$ cat src/rtl/arb_pkg.sv
// Shared definitions for the 3-master memory arbitration protocol.
// Master indices, accmodule grant codes and requester FSM states.
package arb_pkg;

  localparam int M1 = 0;
  localparam int M2 = 1;
  localparam int M3 = 2;

  localparam logic [1:0] ACC_NONE = 2'd0;
  localparam logic [1:0] ACC_M1   = 2'd1;
  localparam logic [1:0] ACC_M2   = 2'd2;
  localparam logic [1:0] ACC_M3   = 2'd3;

  typedef enum logic [1:0] {
    IDLE,
    REQ,
    ACTIVE
  } req_state_e;

  function automatic logic [1:0] acc_code(int id);
    case (id)
      1:       acc_code = ACC_M1;
      2:       acc_code = ACC_M2;
      3:       acc_code = ACC_M3;
      default: acc_code = ACC_NONE;
    endcase
  endfunction

endpackage

$ cat src/rtl/mem_requester_if.sv
// Requester bus: client command channel plus arbiter req/done/grant.
// master = requester side, slave = client/arbiter side.
interface mem_requester_if #(
  parameter int LEN_W = 8
);

  logic             cmd_valid;
  logic [LEN_W-1:0] cmd_len;
  logic             cmd_ready;
  logic [1:0]       accmodule;
  logic             req;
  logic             done;

  modport master (
    input  cmd_valid,
    input  cmd_len,
    input  accmodule,
    output cmd_ready,
    output req,
    output done
  );

  modport slave (
    output cmd_valid,
    output cmd_len,
    output accmodule,
    input  cmd_ready,
    input  req,
    input  done
  );

endinterface

$ cat src/rtl/cmd_fifo.sv
// Command FIFO: registered storage, same-cycle push/pop.
// Ports: push/pop/din in; head/full/empty out.
module cmd_fifo #(
  parameter int WIDTH = 8,
  parameter int DEPTH = 4
) (
  input  logic             clk,
  input  logic             rst_n,
  input  logic             push,
  input  logic             pop,
  input  logic [WIDTH-1:0] din,
  output logic [WIDTH-1:0] head,
  output logic             full,
  output logic             empty
);

  localparam int AW = $clog2(DEPTH);
  localparam logic [AW:0] PTR_ONE = (AW+1)'(1);

  logic [WIDTH-1:0] mem_q [DEPTH];
  logic [WIDTH-1:0] mem_d [DEPTH];
  logic [AW:0]      wr_q, wr_d;
  logic [AW:0]      rd_q, rd_d;
  logic             do_push;
  logic             do_pop;

  // Extra pointer MSB tells full from empty.
  assign empty = (wr_q == rd_q);
  assign full  = (wr_q[AW] != rd_q[AW]) &&
                 (wr_q[AW-1:0] == rd_q[AW-1:0]);
  assign head  = mem_q[rd_q[AW-1:0]];

  assign do_push = push && !full;
  assign do_pop  = pop && !empty;

  always_comb begin
    mem_d = mem_q;
    wr_d  = wr_q;
    rd_d  = rd_q;
    if (do_push) begin
      mem_d[wr_q[AW-1:0]] = din;
      wr_d = wr_q + PTR_ONE;
    end
    if (do_pop) begin
      rd_d = rd_q + PTR_ONE;
    end
  end

  always_ff @(posedge clk or negedge rst_n) begin
    if (!rst_n) begin
      for (int i = 0; i < DEPTH; i++) begin
        mem_q[i] <= '0;
      end
      wr_q <= '0;
      rd_q <= '0;
    end else begin
      mem_q <= mem_d;
      wr_q  <= wr_d;
      rd_q  <= rd_d;
    end
  end

endmodule

$ cat src/rtl/mem_requester.sv
// Master-side requester: queues N-beat commands, drives req/done,
// tracks grants, re-requests after preemption, counts interrupts.
module mem_requester
  import arb_pkg::*;
#(
  parameter int MASTER_ID = 1,
  parameter int LEN_W     = 8,
  parameter int CMD_DEPTH = 4,
  parameter int CNT_W     = 16
) (
  input  logic             clk,
  input  logic             reset_n,
  mem_requester_if.master  bus,
  output logic             beat,
  output logic             cmd_complete,
  output logic             busy,
  output logic [CNT_W-1:0] nb_interrupts
);

  localparam logic [LEN_W-1:0] REM_ONE = LEN_W'(1);
  localparam logic [CNT_W-1:0] CNT_ONE = CNT_W'(1);

  req_state_e       state_q, state_d;
  logic [LEN_W-1:0] rem_q, rem_d;
  logic [1:0]       burst_q, burst_d;
  logic [CNT_W-1:0] cnt_q, cnt_d;

  logic             grant;
  logic             pop;
  logic             empty;
  logic             full;
  logic [LEN_W-1:0] head;
  logic             one_left;
  logic             req_c;
  logic             done_c;

  cmd_fifo #(
    .WIDTH (LEN_W),
    .DEPTH (CMD_DEPTH)
  ) u_fifo (
    .clk   (clk),
    .rst_n (reset_n),
    .push  (bus.cmd_valid),
    .pop   (pop),
    .din   (bus.cmd_len),
    .head  (head),
    .full  (full),
    .empty (empty)
  );

  assign grant    = (bus.accmodule == acc_code(MASTER_ID));
  assign one_left = (rem_q == REM_ONE);

  assign bus.cmd_ready = !full;
  assign bus.req       = req_c;
  assign bus.done      = done_c;
  assign busy          = (state_q != IDLE) || !empty;
  assign nb_interrupts = cnt_q;

  always_comb begin
    state_d      = state_q;
    rem_d        = rem_q;
    burst_d      = burst_q;
    cnt_d        = cnt_q;
    pop          = 1'b0;
    beat         = 1'b0;
    done_c       = 1'b0;
    cmd_complete = 1'b0;
    req_c        = 1'b0;

    unique case (state_q)
      IDLE: begin
        if (!empty) begin
          pop = 1'b1;
          // zero-length commands are discarded here
          if (head != '0) begin
            rem_d   = head;
            state_d = REQ;
          end
        end
      end
      REQ: begin
        req_c = 1'b1;
        if (grant) begin
          beat    = 1'b1;
          rem_d   = rem_q - REM_ONE;
          burst_d = 2'd1;
          state_d = ACTIVE;
          if (one_left) begin
            done_c       = 1'b1;
            cmd_complete = 1'b1;
          end
        end
      end
      ACTIVE: begin
        req_c = 1'b1;
        if (grant) begin
          beat    = 1'b1;
          rem_d   = rem_q - REM_ONE;
          burst_d = (burst_q == 2'd2) ? 2'd2 : burst_q + 2'd1;
          if (one_left) begin
            done_c       = 1'b1;
            cmd_complete = 1'b1;
            if (empty) begin
              req_c = 1'b0;
            end
          end
        end else if (rem_q != '0) begin
          state_d = REQ;
          // single-beat grant cut short: slot went to M1
          if (MASTER_ID != 1 && burst_q == 2'd1 &&
              cnt_q != '1) begin
            cnt_d = cnt_q + CNT_ONE;
          end
        end
      end
      default: begin
        state_d = IDLE;
      end
    endcase

    // last beat: chain straight into the next queued command
    if (cmd_complete) begin
      if (!empty) begin
        pop = 1'b1;
        if (head != '0) begin
          rem_d   = head;
          state_d = REQ;
        end else begin
          state_d = IDLE;
        end
      end else begin
        state_d = IDLE;
      end
    end
  end

  always_ff @(posedge clk or negedge reset_n) begin
    if (!reset_n) begin
      state_q <= IDLE;
      rem_q   <= '0;
      burst_q <= '0;
      cnt_q   <= '0;
    end else begin
      state_q <= state_d;
      rem_q   <= rem_d;
      burst_q <= burst_d;
      cnt_q   <= cnt_d;
    end
  end

endmodule

$ cat src/flat_wrapper.sv
// flat-port wrapper written by rule: the top's interface ports become plain ports
module mem_requester_flat import arb_pkg::*;
#(
  parameter int MASTER_ID = 1,
  parameter int LEN_W     = 8,
  parameter int CMD_DEPTH = 4,
  parameter int CNT_W     = 16
)
  (clk, reset_n, beat, cmd_complete, busy, nb_interrupts, bus_cmd_valid, bus_cmd_len, bus_accmodule, bus_cmd_ready, bus_req, bus_done);
  mem_requester_if #(.LEN_W(LEN_W)) bus_i ();
  input  logic clk;
  input  logic reset_n;
  output logic beat;
  output logic cmd_complete;
  output logic busy;
  output logic [CNT_W-1:0] nb_interrupts;
  input wire logic [$bits(bus_i.cmd_valid)-1:0] bus_cmd_valid;
  input wire logic [$bits(bus_i.cmd_len)-1:0] bus_cmd_len;
  input wire logic [$bits(bus_i.accmodule)-1:0] bus_accmodule;
  output wire logic [$bits(bus_i.cmd_ready)-1:0] bus_cmd_ready;
  output wire logic [$bits(bus_i.req)-1:0] bus_req;
  output wire logic [$bits(bus_i.done)-1:0] bus_done;
  assign bus_i.cmd_valid = bus_cmd_valid;
  assign bus_i.cmd_len = bus_cmd_len;
  assign bus_i.accmodule = bus_accmodule;
  assign bus_cmd_ready = bus_i.cmd_ready;
  assign bus_req = bus_i.req;
  assign bus_done = bus_i.done;
  mem_requester #(.MASTER_ID(MASTER_ID), .LEN_W(LEN_W), .CMD_DEPTH(CMD_DEPTH), .CNT_W(CNT_W)) u_core (.clk(clk), .reset_n(reset_n), .bus(bus_i), .beat(beat), .cmd_complete(cmd_complete), .busy(busy), .nb_interrupts(nb_interrupts));
endmodule
$ cat config.mk
export PLATFORM = sky130hd
export DESIGN_NAME = mem_requester_flat
export DESIGN_NICKNAME = d
export VERILOG_FILES = /design/src/rtl/arb_pkg.sv /design/src/rtl/mem_requester_if.sv /design/src/rtl/cmd_fifo.sv /design/src/rtl/mem_requester.sv /design/src/flat_wrapper.sv
export SDC_FILE = /design/constraint.sdc
export NUM_CORES = 1
export LEC_CHECK = 0
export ABC_AREA = 1
export BUFFER_PORTS_ARGS = -buffer_cell sky130_fd_sc_hd__buf_2
export CORE_ASPECT_RATIO = 2
export CORE_UTILIZATION = 50
export DETAILED_ROUTE_END_ITERATION = 7
export GPL_TIMING_DRIVEN = 1
export PLACE_DENSITY = 0.76
export SYNTH_ARGS = -nofsm -noshare
export SYNTH_HDL_FRONTEND = slang
export SYNTH_SLANG_ARGS = --single-unit
$ cat constraint.sdc
create_clock -name clk -period 4.7 [get_ports clk]
set_input_delay 0.235 -clock clk [delete_from_list [all_inputs] [get_ports clk]]
set_output_delay 0.235 -clock clk [all_outputs]
set_load 0.1 [all_outputs]
==> metrics <==
vias in the first global route 2472; max_cap viols 0; worst skew pair latency 0.29 ns; NumNets Final 441; critical path type reg -> out; Syn Area/Cell 7.49 um^2; layout cell share with drive strength beyond 1 12.9%; commonest non-fill, non-tap cell in the layout nand2_1; Max-slew headroom 30.9%; P per Cell Area 795 nW/um^2; initial drt markers 97; die width 57.0 um; Final Hold Fails 0; hold crit path type in -> async; Avg WL per Cell 13.5 um; dpl cells 470; failing checks design-rule violations; Cell Rows 39; Crit Path Max Fanout 19; DRC 10; Syn Inst Count 404; Worst-Margin Slew 1.04 ns; Total Routing Usage GR 22.4%; Post-CTS Setup Inserts 0; combinational share of power 54.7%; die area 6390 um^2; global-route wire length before repair 10900 um; sequential area share after synthesis 39.7%; switching pwr 1.29 mW; CP Launch Type flip-flop; Antenna diodes 0; CTS buffer count 5; Seq cells post-synth 48; largest net degree at the start of global routing 49; fillcell total 573; H-tree depth 2; Final Max Tran Viols 0; maximum clock insertion buffer count 2; Power Internal 1.24 mW; slowest stage cell, crit path dfrtp_1; Die Height 112 um; sequence of cells on the critical path inv_6 > nand2_1 > nand4_1 > or2_1 > inv_1 > a21oi_1 > nor2_1 > nor2_1 > buf_2; router iterations before antenna repair 6; IO Port Bufs 18; worst path required time 4.47 ns; Setup TNS Final 0 ns; Cell variety after synth 32; CTS Hold Bufs 0; Starting Density 52.6%; sw frac 51.0%; post-synthesis cell area 3030 um^2; Post-Place Cell Area 3040 um^2; clk_skew 0.00349 ns; Clock Tree Root clkbuf_16; final setup vio count 0; reg2reg setup slack 2.44 ns; Crit path largest cell delay 0.62 ns; CP endpoint kind primary output; Clock power frac 14.2%; Data arrival, critical path 2.63 ns; Post-DP HPWL 5050 um; most frequent cells in the layout nand2_1, dfrtp_1, inv_1; CP dominant cell by count nor2_1; post-CTS sizing 0; period utilisation layout 61.1%; antenna violations before repair 0; grt ovf 0; Sink Count 48; Clock transition at path regs 0.06 ns; Core Region 5760 um^2; RePlAce Congestion 0.901; Synth warnings 0; RSZ-0062 raised after global routing false; via count 2499; synthesis-to-layout area growth 5.33%; Routed WL 6470 um; CTS tree yes; Seq pwr share 31.1%; status finished, violations left; Final min period 2.87 ns; post-route cell area 3190 um^2; Non-Filler Instances 478; Lkg Pwr 1.73 nW; maximum vdd drop 0.453 mV; fmax 0.348 GHz; post-route ant nets 0; vias per cell 5.23; I/O pin cnt 35
cell families (layout without fill, tap and decap cells):
| family | count (synthesis) | after routing | synth area share (%) |
|---|---|---|---|
| fa+ha+maj | 12 | 12 | 4.96 |
| simple gates | 208 | 208 | 31.0 |
| buf+inv | 72 | 70 | 12.7 |
| compound gates | 58 | 58 | 10.0 |
| flops | 48 | 48 | 39.7 |
| xor+xnor | 5 | 5 | 1.45 |
| other cells | 1 | 16 | 0.124 |
cell type report:
class / count / area (um^2) / area share [%]
Clock buffer: 6 / 139 / 4.35
Clock inverter: 2 / 15.0 / 0.471
Inverter: 44 / 170 / 5.34
Multi-Input combinational cell: 299 / 1500 / 47.0
Sequential cell: 48 / 1200 / 37.7
Tap cell: 61 / 76.3 / 2.39
Timing Repair Buffer: 18 / 90.1 / 2.82
synthesized netlist by cell type (all sizes together):
master    n  area, um^2
a21oi     9        45.0
nand2   151         617
or2       1        6.26
nor3b     1        12.5
nor4      1        12.5
xnor2     2        17.5
conb      1        3.75
nand2b    1        6.26
xor2      3        26.3
buf      27         211
a22oi     2        15.0
nor3      2        10.0
ha       12         150
clkinv    1        3.75
o21ai    43         215
dfrtp    48        1200
clkbuf    1        3.75
a31oi     1        6.26
nor2     11        48.8
o31ai     3        22.5
nand3    35         195
inv      43         166
nand4     5        31.3
power by group through the flow:
stage | Clock, mW | Combinational, mW | Sequential (mW)
floorplan | 0 | 1.23 | 0.714
global placement | 0 | 1.36 | 0.785
detailed placement | 0 | 1.39 | 0.793
CTS | 0.368 | 1.40 | 0.785
global route | 0.386 | 1.58 | 0.811
finish | 0.359 | 1.39 | 0.789
state kept, by name, indices dropped and copies added, names as in the netlist:
signal and cells:
u_core.u_fifo.mem_q 32, u_core.u_fifo.rd_q 3, u_core.state_q 2, u_core.u_fifo.wr_q 3, u_core.rem_q 8
stage by stage:
stage / hold slack [ns] / power (mW) / utilization, % / setup WS [ns]
6_report: 0.127 / 2.54 / 55.4 / 1.83
5_1_grt: 0.226 / 2.78 / 55.4 / 1.64
4_1_cts: 0.160 / 2.55 / 55.4 / 1.83
3_5_place_dp: 0.469 / 2.18 / 52.7 / 2.17
3_3_place_gp: 0.463 / 2.14 / 52.7 / 2.20
2_1_floorplan: -0.0606 / 1.94 / - / 1.86
worst paths after layout:
| kind | from | end | cells past startpoint |
|---|---|---|---|
| max | u_core.u_fifo.rd_q[0] | bus_req | 9 |
| min | reset_n | u_core.u_fifo.wr_q[1] | 1 |
| max reg2reg | u_core.u_fifo.rd_q[0] | u_core.state_q[1] | 10 |
| min reg2reg | u_core.u_fifo.mem_q[12] | u_core.u_fifo.mem_q[12] | 2 |
| max in group asynchronous | reset_n | u_core.u_fifo.mem_q[6] | 1 |
| min in group clk | bus_cmd_len[2] | u_core.u_fifo.mem_q[18] | 3 |
per-layer routing:
metal | share of wire [%] | track usage (%) | up-vias
met2 | 57 | 42.8 | 52
li1 | - | - | 1277
met3 | 2.5 | 3.23 | 22
met4 | 4.4 | 13.5 | 0
met1 | 36 | 21.4 | 1148
met5 | 0 | 0 | -
critical path, delay by kind of cell (launching register included):
kind,cells,cell delay [ns]
AO/OA/AOI/OAI,1,0.16
buffers and inverters,3,0.82
flip-flops,1,0.62
AND/OR/NAND/NOR,5,0.74
Note: power is estimated with default switching activity, not from simulation.
